--- src/rtl/ctrl_pkg.sv ---
`default_nettype none
// ============================================================================
//  Module      : ctrl_pkg
//  Description : Shared encodings for the instruction sequencer: FSM states,
//                branch-select codes, memory-data select and HALT opcode.
//  Revision    : 1.0 - initial release
// ============================================================================
package ctrl_pkg;

    typedef enum logic [2:0] {
        FETCH  = 3'd0,
        DECODE = 3'd1,
        EXEC   = 3'd2,
        MEM    = 3'd3,
        HALT   = 3'd4
    } state_t;

    localparam logic [1:0] BS_INC  = 2'b00;
    localparam logic [1:0] BS_COND = 2'b01;
    localparam logic [1:0] BS_JMP  = 2'b10;
    localparam logic [1:0] BS_REL  = 2'b11;

    localparam logic [1:0] MD_LOAD = 2'b01;

    localparam logic [4:0] HALT_OPCODE = 5'b11111;

endpackage
`default_nettype wire

--- src/rtl/pc_next_unit.sv ---
`default_nettype none
// ============================================================================
//  Module      : pc_next_unit
//  Description : Combinational next-PC selection: increment, conditional
//                relative branch, register jump, unconditional relative.
//  Revision    : 1.0 - initial release
// ============================================================================
module pc_next_unit
    import ctrl_pkg::*;
#(
    parameter int PC_WIDTH = 8
) (
    input  logic [PC_WIDTH-1:0] pc,
    input  logic [5:0]          offset,
    input  logic [1:0]          bs,
    input  logic                ps,
    input  logic                zero,
    input  logic [PC_WIDTH-1:0] jump_target,
    output logic [PC_WIDTH-1:0] pc_next
);

    logic [PC_WIDTH-1:0] w_pc_inc;
    logic [PC_WIDTH-1:0] w_pc_rel;

    // Offset is a signed 6-bit displacement relative to the current pc
    assign w_pc_inc = pc + {{(PC_WIDTH-1){1'b0}}, 1'b1};
    assign w_pc_rel = pc + {{(PC_WIDTH-6){offset[5]}}, offset};

    // Select the next pc from the branch-select code
    always_comb begin
        pc_next = w_pc_inc;
        case (bs)
            BS_INC:  pc_next = w_pc_inc;
            BS_COND: pc_next = (zero == ps) ? w_pc_rel : w_pc_inc;
            BS_JMP:  pc_next = jump_target;
            BS_REL:  pc_next = w_pc_rel;
            default: pc_next = w_pc_inc;
        endcase
    end

endmodule
`default_nettype wire

--- src/rtl/instr_sequencer.sv ---
`default_nettype none
// ============================================================================
//  Module      : instr_sequencer
//  Description : Multi-cycle FETCH/DECODE/EXEC/MEM/HALT control sequencer.
//                Holds the IR, qualifies register/memory write strobes and
//                advances the PC and retired-instruction counter.
//  Revision    : 1.0 - initial release
// ============================================================================
module instr_sequencer
    import ctrl_pkg::*;
#(
    parameter int INS_WIDTH = 17,
    parameter int PC_WIDTH  = 8,
    parameter int SH_WIDTH  = 2,
    parameter int CNT_WIDTH = 16
) (
    input  logic                 clk,
    input  logic                 rst,
    input  logic                 run,
    output logic                 imem_req,
    output logic [PC_WIDTH-1:0]  imem_addr,
    input  logic [INS_WIDTH-1:0] imem_rdata,
    input  logic                 imem_valid,
    output logic [INS_WIDTH-1:0] ir,
    input  logic                 dec_RW,
    input  logic                 dec_MW,
    input  logic [SH_WIDTH-1:0]  dec_MD,
    input  logic [SH_WIDTH-1:0]  dec_BS,
    input  logic                 dec_PS,
    input  logic                 zero,
    input  logic [PC_WIDTH-1:0]  jump_target,
    output logic                 dmem_req,
    input  logic                 dmem_ready,
    output logic                 rw_en,
    output logic                 mw_en,
    output logic [PC_WIDTH-1:0]  pc,
    output logic                 halted,
    output logic [CNT_WIDTH-1:0] instr_count
);

    state_t                 r_state;
    state_t                 w_next_state;
    logic [PC_WIDTH-1:0]    r_pc;
    logic [INS_WIDTH-1:0]   r_ir;
    logic [CNT_WIDTH-1:0]   r_cnt;
    logic                   r_halted;

    logic [PC_WIDTH-1:0]    w_pc_next;
    logic                   w_is_halt;
    logic                   w_is_mem;
    logic                   w_load_ir;
    logic                   w_pc_upd;
    logic                   w_retire;
    logic                   w_set_halt;

    assign w_is_halt = (r_ir[INS_WIDTH-1 -: 5] == HALT_OPCODE);
    assign w_is_mem  = dec_MW || (dec_MD == MD_LOAD);

    pc_next_unit #(
        .PC_WIDTH (PC_WIDTH)
    ) u_pc_next (
        .pc          (r_pc),
        .offset      (r_ir[5:0]),
        .bs          (dec_BS),
        .ps          (dec_PS),
        .zero        (zero),
        .jump_target (jump_target),
        .pc_next     (w_pc_next)
    );

    // Next-state and strobe decode; all strobes are combinational
    always_comb begin
        w_next_state = r_state;
        imem_req     = 1'b0;
        dmem_req     = 1'b0;
        rw_en        = 1'b0;
        mw_en        = 1'b0;
        w_load_ir    = 1'b0;
        w_pc_upd     = 1'b0;
        w_retire     = 1'b0;
        w_set_halt   = 1'b0;
        case (r_state)
            FETCH: begin
                imem_req = run;
                if (run && imem_valid) begin
                    w_load_ir    = 1'b1;
                    w_next_state = DECODE;
                end
            end
            DECODE: begin
                w_next_state = EXEC;
            end
            EXEC: begin
                if (w_is_halt) begin
                    w_set_halt   = 1'b1;
                    w_retire     = 1'b1;
                    w_next_state = HALT;
                end else if (w_is_mem) begin
                    w_next_state = MEM;
                end else begin
                    rw_en        = dec_RW;
                    w_pc_upd     = 1'b1;
                    w_retire     = 1'b1;
                    w_next_state = FETCH;
                end
            end
            MEM: begin
                dmem_req = 1'b1;
                mw_en    = dec_MW;
                if (dmem_ready) begin
                    rw_en        = dec_RW;
                    w_pc_upd     = 1'b1;
                    w_retire     = 1'b1;
                    w_next_state = FETCH;
                end
            end
            HALT: begin
                w_next_state = HALT;
            end
            default: begin
                w_next_state = FETCH;
            end
        endcase
    end

    // State, IR, PC, counter and halt flag registers
    always_ff @(posedge clk) begin
        if (rst) begin
            r_state  <= FETCH;
            r_pc     <= '0;
            r_ir     <= '0;
            r_cnt    <= '0;
            r_halted <= 1'b0;
        end else begin
            r_state <= w_next_state;
            if (w_load_ir)  r_ir     <= imem_rdata;
            if (w_pc_upd)   r_pc     <= w_pc_next;
            if (w_retire)   r_cnt    <= r_cnt + {{(CNT_WIDTH-1){1'b0}}, 1'b1};
            if (w_set_halt) r_halted <= 1'b1;
        end
    end

    assign imem_addr   = r_pc;
    assign pc          = r_pc;
    assign ir          = r_ir;
    assign halted      = r_halted;
    assign instr_count = r_cnt;

endmodule
`default_nettype wire

--- config.mk ---
export PLATFORM = sky130hd
export DESIGN_NAME = instr_sequencer
export DESIGN_NICKNAME = d
export VERILOG_FILES = /design/src/rtl/ctrl_pkg.sv /design/src/rtl/pc_next_unit.sv /design/src/rtl/instr_sequencer.sv
export SDC_FILE = /design/constraint.sdc
export NUM_CORES = 1
export LEC_CHECK = 0
export BUFFER_PORTS_ARGS = -buffer_cell sky130_fd_sc_hd__buf_2
export CAP_MARGIN = 25
export CORE_MARGIN = 1.5
export CORE_UTILIZATION = 49
export DETAILED_ROUTE_END_ITERATION = 6
export PLACE_DENSITY = 0.84
export SYNTH_ARGS = -nofsm -noshare
export SYNTH_HDL_FRONTEND = slang
export SYNTH_SLANG_ARGS = --single-unit
--- constraint.sdc ---
create_clock -name clk -period 2.1 [get_ports clk]
set_input_delay 0.63 -clock clk [delete_from_list [all_inputs] [get_ports clk]]
set_output_delay 0.63 -clock clk [all_outputs]
set_load 0.02 [all_outputs]
==> results of run 1 <==
==> logic make-up (layout without fill, tap and decap cells) <==
logic type,count (synthesis),in the layout,share of synthesized area [%]
simple gates,119,119,23.6
compound gates,94,94,24.2
flops,45,45,36.0
buf+inv,28,126,5.70
fa+ha+maj,10,10,5.30
xor+xnor,10,10,3.50
mux,4,4,1.70
==> area by class of cell <==
type | count | area share [%]
flip-flops and latches | 45 | 28.0
clock buffers | 5 | 2.12
inverters | 5 | 0.577
well taps | 67 | 2.58
multi-input cells | 237 | 46.5
repair buffers | 113 | 19.7
clock inverters | 3 | 0.539
==> worst max-delay path by stage <==
stage                        to  slack, ps
after floorplan           rw_en          4
after global placement    rw_en        -50
after detailed placement  rw_en        -70
after CTS                 rw_en        -80
after global routing      rw_en       -130
final                     rw_en        -90
==> per-stage QoR <==
step	TNS, ps	hold WS (ps)	utilization [%]	setup WS, ps	instances
3_3_place_gp	-51.5	439	63.8	-51.5	462
3_5_place_dp	-68.3	445	63.8	-68.3	462
4_1_cts	-82.1	457	66.4	-82.1	473
5_1_grt	-132	494	67.5	-130	475
2_1_floorplan	0	491	-	3.88	310
6_report	-90.2	454	67.5	-90.2	475
==> metal layers <==
| layer | GRT usage, % | routed length [um] |
|---|---|---|
| met4 | 11.9 | 153 |
| met3 | 4.88 | 402 |
| met5 | 0 | 0 |
| met2 | 40.2 | 3300 |
| met1 | 29.9 | 2800 |
==> where the power goes <==
group	internal (mW)	switching, mW
logic	0.134	0.178
clock network	0.230	0.307
registers	0.879	0.0229
total	1.24	0.507
==> worst reg2reg max path: cells and delay by family, from the launching register on <==
kind | cells | cell delay, ps
fa+ha+maj | 2 | 650
compound gates | 3 | 630
flops | 1 | 350
xor+xnor | 1 | 200
simple gates | 1 | 120
==> synth_stat cells (2+ instances only) <==
library cell	count	share of area, %
a32oi_1	2	0.70
nor3b_1	2	0.60
nor4_1	2	0.50
o32ai_1	2	0.70
or3_1	5	1.2
o311ai_1	5	1.7
buf_2	6	1.2
ha_1	9	4.5
dfxtp_1	45	36
nor2b_1	4	1.0
o21ai_1	11	2.2
a21oi_1	36	7.2
mux2i_1	2	0.80
o21ai_0	5	1.0
nor2_1	16	2.4
clkbuf_1	9	1.3
and3_1	4	1.0
or4_1	5	1.5
nand3_1	9	1.8
xnor2_1	7	2.4
a211oi_1	4	1.2
nor3_1	2	0.40
o31ai_1	8	2.4
and2_1	3	0.75
o22ai_1	3	0.75
nand4_1	5	1.2
mux2_2	2	0.90
nand2_1	48	7.2
xor2_1	3	1.0
inv_1	5	0.75
and4_1	2	0.70
a221oi_1	2	0.70
buf_4	8	2.4
o41ai_1	5	1.7
or2_2	7	1.7
==> what timing repair did <==
action | in CTS | in global routing
buffers inserted | 3 | 2
endpoints found under the setup margin | 1 | 3
pin swaps | 2 | 0
resized for setup | 10 | 7
==> flip-flops by register name, indices dropped and copies added, names as in the netlist <==
register	count
ir	17
imem_addr	8
halted	1
instr_count	16
r_state	3
==> out/qor.txt, run 1 <==
sequential share of the synthesized area -> 36.0%
Mapped Nets -> 358
Std-Cell Core Area -> 4820 um^2
initial antenna violation count -> 0
slowest stage delay, CP -> 330 ps
total inserted antenna cells -> 0
Final Worst Setup Slack -> -90.2 ps
min-delay worst type -> register to register
R2R Path End -> imem_addr[6]
Die Y -> 74.5 um
Synth-to-Final Area Change -> 29.8%
status -> complete, but fails checks
CP cell instances -> and2b_2 > and2b_2 > a31o_4 > and2_4 > buf_6
worst-margin pin slew -> 545 ps
Post-Synthesis Mean Instance Area -> 8.08 um^2
First-pass DRT Iterations -> 4
Netlist cell types -> 52
Num CTS Buffers -> 5
largest net degree at the start of global routing -> 27
Netlist Area Pre-Place -> 2500 um^2
vias per cell -> 5.69
Req. time, crit path -> 1470 ps
max-cap violations -> 0
most used cell, CP -> and2b_2
initial core utilization -> 52.0%
Max Slew Vio Count -> 0
Reg clk slew, reported paths -> 90 ps
Buffers & Inverters on Critical Path -> 1
Net count, final -> 455
grt ovf -> 0
FF-to-FF path depth -> 7
Setup Skew -> 9.71 ps
ys flop type -> dfxtp_1
R2R Setup Slk -> 50 ps
# H-tree levels -> 2
RSZ-0062 raised after global routing -> true
Reg area -> 910 um^2
Top Family by Delay on Critical Path -> simple AND/OR/NAND/NOR gates
hold depth -> 2
later-pin clock latency in the skew report -> 300 ps
Global Route Usage Sum -> 24.2%
placement row count -> 25
fraction of layout cells with a size suffix above 1 -> 35.8%
Placer Congestion -> 0.929
max_slew headroom -> 63.6%
post-DP HPWL -> 4810 um
first-pass GRT wire length -> 10,600 um
DIE AREA -> 5550 um^2
number of flops mapped to enable cells by yosys -> 0
Worst Setup Start Kind -> register
Die X -> 74.5 um
Seq cells post-synth -> 45
vias in the first global route -> 2,479
TritonCTS Sinks -> 45
most common cell after layout, fill and taps aside -> buf_2
Worst Path Arrival -> 1560 ps
crit path time final -> 2190 ps
Detailed Route WL -> 6660 um
worst vdd ir -> 0.376 mV
DR iter-0 viols -> 199
r2r startpoint -> imem_addr[0]
vias -> 2,702
CP Depth -> 5
io pins -> 92
Pleak -> 1.47 nW
Fill cells -> 430
Synth async-reset ratio -> 0%
multi-input logic area -> 1510 um^2
Total Power Consumption -> 1.75 mW
fmax -> 457 MHz
number of remaining DRC errors -> 0
DR WL/cell -> 14.0 um
clock root cell -> clkbuf_8
Slowest-stage cell, CP -> dfxtp_2
clk buf depth -> 2
critical path fanouts, max -> 4
Worst Hold End -> ir[9]
Synth Warn # -> 0
dpl cell area -> 3070 um^2
# port buffers -> 91
Pwr Density -> 538 nW/um^2
ANT nets after route -> 0
setup violators final -> 1
Setup crit start -> r_state[2]
Mapped Cells -> 310
CTS tree -> yes
crit path capture type -> output pin
most frequent cells in the layout -> buf_2, nand2_1, dfxtp_1
fin crit share -> 104%
Fin. Hold Viols -> 0
hold_buf cts -> 0
post-route cell area -> 3250 um^2
hold wc startpoint -> ir[9]
failing checks -> setup timing
kind of critical path -> register to output pin
(Power assumes the default switching activity.)
==> run 2, diff against run 1 <==
--- a/config.mk
+++ b/config.mk
@@ -5,12 +5,12 @@
 export SDC_FILE = /design/constraint.sdc
 export NUM_CORES = 1
 export LEC_CHECK = 0
-export BUFFER_PORTS_ARGS = -buffer_cell sky130_fd_sc_hd__buf_2
 export CAP_MARGIN = 25
 export CORE_MARGIN = 1.5
-export CORE_UTILIZATION = 49
+export CORE_UTILIZATION = 50
 export DETAILED_ROUTE_END_ITERATION = 6
-export PLACE_DENSITY = 0.84
+export DONT_BUFFER_PORTS = 1
+export PLACE_DENSITY = 0.7
 export SYNTH_ARGS = -nofsm -noshare
 export SYNTH_HDL_FRONTEND = slang
 export SYNTH_SLANG_ARGS = --single-unit
==> run 2 against run 1 <==
- the run now ends clean
- setup slack improved by 98 ps
- core utilization decreased by 7.9 points
- critical path depth shrank 1
- clock skew shrank 4.7 ps
- clock power grew 2%
- combinational power down 25%
- die area is 1.9% lower
- routed wire length fell by 3.9%
- critical endpoint unchanged
- largest cell class unchanged
==> out/qor.txt, run 2 (synthesis results as in run 1) <==
most frequent cells in the layout -> nand2_1, dfxtp_1, a21oi_1
io pins -> 92 (unchanged)
kind of critical path -> register to output pin
later-pin clock latency in the skew report -> 290 ps (about the same)
Net count, final -> 375 (-18%)
Min Hold Slack -> 397 ps (-57.4 ps)
Pleak -> 1.07 nW (-27%)
RSZ-0062 raised after global routing -> true
vias -> 2,356 (-13%)
Req. time, crit path -> 1470 ps (about the same)
fraction of layout cells with a size suffix above 1 -> 19.6% (-16 points)
max-cap violations -> 0 (unchanged)
Slowest-stage cell, CP -> dfxtp_2
# H-tree levels -> 2 (unchanged)
First-pass DRT Iterations -> 4 (unchanged)
most used cell, CP -> and2b_2
ANT nets after route -> 0 (unchanged)
first-pass GRT wire length -> 9890 um (-6.2%)
Placement Setup Slack -> 94.8 ps (+163 ps)
CP cell instances -> and2b_2 > and2b_2 > a31o_1 > and2_4
vias per cell -> 5.98 (+5.1%)
status -> complete, no violations
post-DP HPWL -> 4550 um (-5.5%)
Largest register FFs -> 17 (unchanged)
Reg area -> 907 um^2 (-0.28%)
Worst Setup Start Kind -> register
max_slew headroom -> 57.8% (-5.7 points)
DIE AREA -> 5440 um^2 (-1.9%)
Max Slew Vio Count -> 0 (unchanged)
multi-input logic area -> 1490 um^2 (-1.3%)
TritonCTS Sinks -> 45 (unchanged)
Setup crit start -> r_state[2]
setup violators final -> 0 (-1)
initial antenna violation count -> 0 (unchanged)
Setup Skew -> 4.96 ps (-4.75 ps)
Pwr Density -> 593 nW/um^2 (+10%)
Reg clk slew, reported paths -> 80 ps (about the same)
worst vdd ir -> 0.436 mV (+16%)
R2R Path End -> imem_addr[5]
Buffers & Inverters on Critical Path -> 0 (-1)
crit path time final -> 2090 ps (-98.1 ps)
min-delay worst type -> input pin to register
total inserted antenna cells -> 0 (unchanged)
DR iter-0 viols -> 219 (+10%)
part of the power in the clock network -> 32.4% (+1.7 points)
Placer Congestion -> 0.878 (-5.5%)
switching power -> 0.454 mW (-11%)
clock root cell -> clkbuf_8
DP Cell Count -> 383 (-17%)
vias in the first global route -> 2,040 (-18%)
DR WL/cell -> 16.2 um (+16%)
CTS tree -> yes
clk buf depth -> 2 (unchanged)
fin crit share -> 99.6% (-4.7 points)
Synth-to-Final Area Change -> 13.9%
Num CTS Buffers -> 5 (unchanged)
Worst Path Arrival -> 1460 ps (-100 ps)
slowest stage delay, CP -> 330 ps (about the same)
Top Family by Delay on Critical Path -> simple AND/OR/NAND/NOR gates
placement row count -> 25 (unchanged)
R2R Setup Slk -> 160 ps (+110 ps)
number of remaining DRC errors -> 0 (unchanged)
Final Worst Setup Slack -> 7.89 ps (+98.1 ps)
largest net degree at the start of global routing -> 44 (+63%)
Global Route Usage Sum -> 23.6% (-0.60 points)
Flop pwr share -> 53.8% (+2.3 points)
Std-Cell Core Area -> 4790 um^2 (-0.65%)
# port buffers -> 0 (-100%)
hold depth -> 1 (-1)
final non-filler cell total -> 394 (-17%)
Detailed Route WL -> 6400 um (-3.9%)
r2r startpoint -> imem_addr[1]
sw frac -> 26.8% (-2.1 points)
combinational power share -> 13.8% (-4.0 points)
Fin. Hold Viols -> 0 (unchanged)
crit path capture type -> output pin
Fill cells -> 459 (+6.7%)
initial core utilization -> 52.3% (+0.34 points)
Worst Hold End -> instr_count[13]
internal power -> 1.24 mW (-0.45%)
Die X -> 73.8 um (-0.97%)
worst-margin pin slew -> 633 ps (+87.3 ps)
Die Y -> 73.8 um (-0.97%)
grt ovf -> 0 (unchanged)
fmax -> 478 MHz (+4.7%)
FF-to-FF path depth -> 6 (-1)
most common cell after layout, fill and taps aside -> nand2_1
critical path fanouts, max -> 4 (unchanged)
hold_buf cts -> 0 (unchanged)
hold wc startpoint -> rst
[run 2: worst register-to-register path, delay by kind of cell, from the launching register on]
family / cells / cell delay [ps]
xor+xnor: 1 / 160
fa+ha+maj: 1 / 300
compound gates: 3 / 920
flops: 1 / 350
simple gates: 1 / 90
[run 2: worst max-delay path by stage]
stage | slack (ps) | cells after the start | to
after floorplan | 4 | 5 | rw_en
after global placement | 150 | 4 | rw_en
after detailed placement | 90 | 4 | rw_en
after CTS | 1 | 4 | rw_en
after global routing | -50 | 4 | rw_en
final | 8 | 4 | rw_en
[run 2: cell type report]
| type | instances | share of cell area [%] |
|---|---|---|
| well taps | 67 | 2.94 |
| clock inverters | 1 | 0.263 |
| multi-input cells | 237 | 52.3 |
| repair buffers | 33 | 9.12 |
| flip-flops and latches | 45 | 31.8 |
| inverters | 5 | 0.658 |
| clock buffers | 6 | 2.89 |
[run 2: layer usage]
layer  part of all wire, %  vias up  global-route usage (%)
li1                      -     1168                       -
met1                    47     1100                    32.2
met2                    44       84                    36.1
met3                   8.8        4                    7.27
met4                  0.67        0                    5.97
met5                     0        -                       0
[run 2: per-stage QoR]
| step | util (%) | cell area, um^2 | total power [mW] | TNS [ps] |
|---|---|---|---|---|
| 5_1_grt | 59.6 | 2850 | 1.78 | -49.2 |
| 6_report | 59.6 | 2850 | 1.69 | 0 |
| 2_1_floorplan | - | 2510 | 1.10 | 0 |
| 3_3_place_gp | 56.5 | 2710 | 1.15 | 0 |
| 4_1_cts | 59.2 | 2830 | 1.72 | 0 |
| 3_5_place_dp | 56.5 | 2710 | 1.15 | 0 |
[run 2: what timing repair did]
| action | in CTS | in global routing |
|---|---|---|
| hold endpoints to repair | 0 | 0 |
| gates resized for setup | 10 | 1 |
| pin swaps | 1 | 2 |
| buffers inserted | 2 | 2 |
| setup endpoints to repair | 1 | 2 |
[run 2: power groups by stage]
stage               Combinational, mW  Clock [mW]  Sequential, mW
finish                          0.233       0.548           0.909
global route                    0.255       0.612           0.914
CTS                             0.230       0.576           0.909
global placement                0.222           0           0.927
detailed placement              0.226           0           0.927
floorplan                       0.154           0           0.946
==> run 3, diff against run 2 <==
--- a/config.mk
+++ b/config.mk
@@ -5,6 +5,7 @@
 export SDC_FILE = /design/constraint.sdc
 export NUM_CORES = 1
 export LEC_CHECK = 0
+export ABC_AREA = 1
 export CAP_MARGIN = 25
 export CORE_MARGIN = 1.5
 export CORE_UTILIZATION = 50
==> run 3 against run 2 <==
- register-to-register slack better by 60 ps
- non-clock buffer count is 10 lower
- synthesized cell count is 31% higher
- synthesized area is 12% higher
- highest routed layer unchanged
- setup slack better by 65 ps
- core utilization is 4.4 points lower
- worst hold slack worse by 3.2 ps
==> out/qor.txt, run 3 <==
status -> complete, no violations
Worst Hold End -> ir[12]
Die Y -> 77.9 um (+5.5%)
post-DP HPWL -> 4870 um (+7.2%)
CTS tree -> yes
# H-tree levels -> 2 (unchanged)
WL met1 -> 3140 um (+5.5%)
DR WL/cell -> 13.8 um (-15%)
Final Util -> 55.2% (-4.4 points)
fraction of layout cells with a size suffix above 1 -> 13.3% (-6.3 points)
Fin. Hold Viols -> 0 (unchanged)
Mapped Nets -> 453 (+27%)
sw frac -> 32.5% (+5.6 points)
area leader, netlist -> dfxtp_1
Largest register FFs -> 17 (unchanged)
ys flop type -> dfxtp_1
critical path fanouts, max -> 4 (unchanged)
placement row count -> 27 (+8.0%)
Final Worst Setup Slack -> 73.4 ps (+65.5 ps)
First-pass DRT Iterations -> 5 (+1)
internal power -> 1.27 mW (+2.4%)
RSZ-0062 raised after global routing -> false
Netlist cell types -> 37 (-29%)
sequential share of the synthesized area -> 32.2% (-3.8 points)
grt ovf -> 0 (unchanged)
clock root cell -> clkbuf_8
initial core utilization -> 51.5% (-0.81 points)
min-delay worst type -> input pin to register
r2r startpoint -> ir[0]
Synth-to-Final Area Change -> 7.10%
# port buffers -> 0 (unchanged)
clk buf depth -> 2 (unchanged)
Pwr Density -> 625 nW/um^2 (+5.5%)
io pins -> 92 (unchanged)
Die X -> 77.9 um (+5.5%)
setup TNS -> 0 ps (unchanged)
Total Power Consumption -> 1.88 mW (+11%)
total inserted antenna cells -> 0 (unchanged)
most frequent cells in the layout -> nand2_1, a21oi_1, dfxtp_1
fmax -> 493 MHz (+3.2%)
Post-Synthesis Mean Instance Area -> 6.92 um^2 (-14%)
Global Route Usage Sum -> 22.1% (-1.5 points)
fin crit share -> 96.5% (-3.1 points)
part of the power in the clock network -> 28.2% (-4.2 points)
hold wc startpoint -> rst
Num CTS Buffers -> 5 (unchanged)
vias in the first global route -> 2,436 (+19%)
Worst Path Arrival -> 1400 ps (-60 ps)
Reg clk slew, reported paths -> 80 ps (about the same)
hold depth -> 1 (unchanged)
Detailed Route WL -> 6690 um (+4.6%)
number of flops mapped to enable cells by yosys -> 0 (unchanged)
Synth Warn # -> 0 (unchanged)
largest net degree at the start of global routing -> 31 (-30%)
Synth async-reset ratio -> 0% (unchanged)
top post-synthesis cells by count -> nand2_1, a21oi_1, dfxtp_1, nand3_1, inv_1
Net count, final -> 461 (+23%)
most frequent cell after synthesis -> nand2_1
Pleak -> 1.27 nW (+18%)
top cell type's share of synthesized area -> 32.2% (-3.8 points)
DIE AREA -> 6060 um^2 (+11%)
max_slew headroom -> 61.4% (+3.5 points)
Flop pwr share -> 51.3% (-2.5 points)
Placement Setup Slack -> 126 ps (+31.6 ps)
combinational power share -> 20.5% (+6.7 points)
Setup Skew -> 4.43 ps (-0.529 ps)
vias per cell -> 5.47 (-8.6%)
max-cap violations -> 0 (unchanged)
ANT nets after route -> 0 (unchanged)
Top Metal Used -> met4
switching power -> 0.609 mW (+34%)
synth top area cells -> dfxtp_1, nand2_1, a21oi_1, nand3_1, inv_1
FF-to-FF path depth -> 11 (+5)
Netlist Area Pre-Place -> 2800 um^2 (+12%)
Mapped Cells -> 405 (+31%)
most common cell after layout, fill and taps aside -> nand2_1
Worst Setup Start Kind -> register
Req. time, crit path -> 1470 ps (about the same)
first-pass GRT wire length -> 10,900 um (+11%)
met3 wire len -> 515 um (-8.5%)
Std-Cell Core Area -> 5440 um^2 (+14%)
Max Slew Vio Count -> 0 (unchanged)
initial antenna violation count -> 0 (unchanged)
R2R Path End -> imem_addr[6]
TritonCTS Sinks -> 45 (unchanged)
crit path time final -> 2030 ps (-65.5 ps)
DR iter-0 viols -> 177 (-19%)
kind of critical path -> register to output pin
number of remaining DRC errors -> 0 (unchanged)
wire length on met2 -> 2980 um (+5.8%)
R2R Setup Slk -> 220 ps (+60 ps)
later-pin clock latency in the skew report -> 290 ps (about the same)
crit path capture type -> output pin
Seq cells post-synth -> 45 (unchanged)
hold_buf cts -> 0 (unchanged)
setup violators final -> 0 (unchanged)
vias -> 2,657 (+13%)
worst-margin pin slew -> 579 ps (-53.6 ps)
Placer Congestion -> 0.909 (+3.5%)
worst vdd ir -> 0.381 mV (-12%)
==> run 3: area by class of cell <==
type                    instances  area, um^2
fillers                       548        2440
well taps                      72        90.1
clock buffers                   7        76.3
repair buffers                 23         173
clock inverters                 1        7.51
flip-flops and latches         45         903
inverters                      40         150
multi-input cells             298        1600
==> run 3: layer usage <==
| metal | up-vias | global-route usage, % |
|---|---|---|
| met3 | 6 | 4.82 |
| met2 | 117 | 34.7 |
| met1 | 1184 | 30.2 |
| met4 | 0 | 6.36 |
| met5 | - | 0 |
| li1 | 1350 | - |
==> run 3: cells by family after synthesis <==
family,Yosys count,share of synthesized area [%]
XOR/XNOR,14,4.38
AND/OR/NAND/NOR,198,33.5
flip-flops,45,32.2
AO/OA/AOI/OAI,76,14.2
buffers and inverters,62,11.1
adder cells (fa/ha/maj),10,4.73
==> run 3: what timing repair did <==
action	4_1_cts	5_1_grt
gates cloned	0	0
endpoints found under the setup margin	1	1
gates resized for setup	1	3
buffers inserted	0	3
pin swaps	0	1
==> run 3: worst max path at each step <==
| stage | startpoint | end | slack (ps) | cells past startpoint |
|---|---|---|---|---|
| after floorplan | r_state[0] | rw_en | 70 | 5 |
| after global placement | dec_MW | rw_en | 170 | 6 |
| after detailed placement | dec_MW | rw_en | 130 | 6 |
| after CTS | r_state[1] | rw_en | 30 | 5 |
| after global routing | ir[16] | rw_en | 6 | 4 |
| final | ir[16] | rw_en | 70 | 4 |
==> run 3: per-stage QoR <==
stage | cells | instance area, um^2 | hold WS (ps)
detailed placement | 475 | 2880 | 490
global placement | 475 | 2880 | 489
CTS | 483 | 2970 | 383
global route | 486 | 3000 | 375
finish | 486 | 3000 | 394
floorplan | 405 | 2800 | 521
==> run 3: critical path: stages, from the launching register on <==
cell,delay [ps]
dfxtp_1,570
nand3_1,190
nand2_2,130
a21boi_1,60
buf_4,150
==> run 3: power groups by stage <==
stage	clock (mW)	combinational, mW	sequential (mW)
global route	0.579	0.431	0.969
floorplan	0	0.303	1.00
detailed placement	0	0.380	0.981
finish	0.529	0.385	0.962
CTS	0.551	0.383	0.961
global placement	0	0.374	0.980
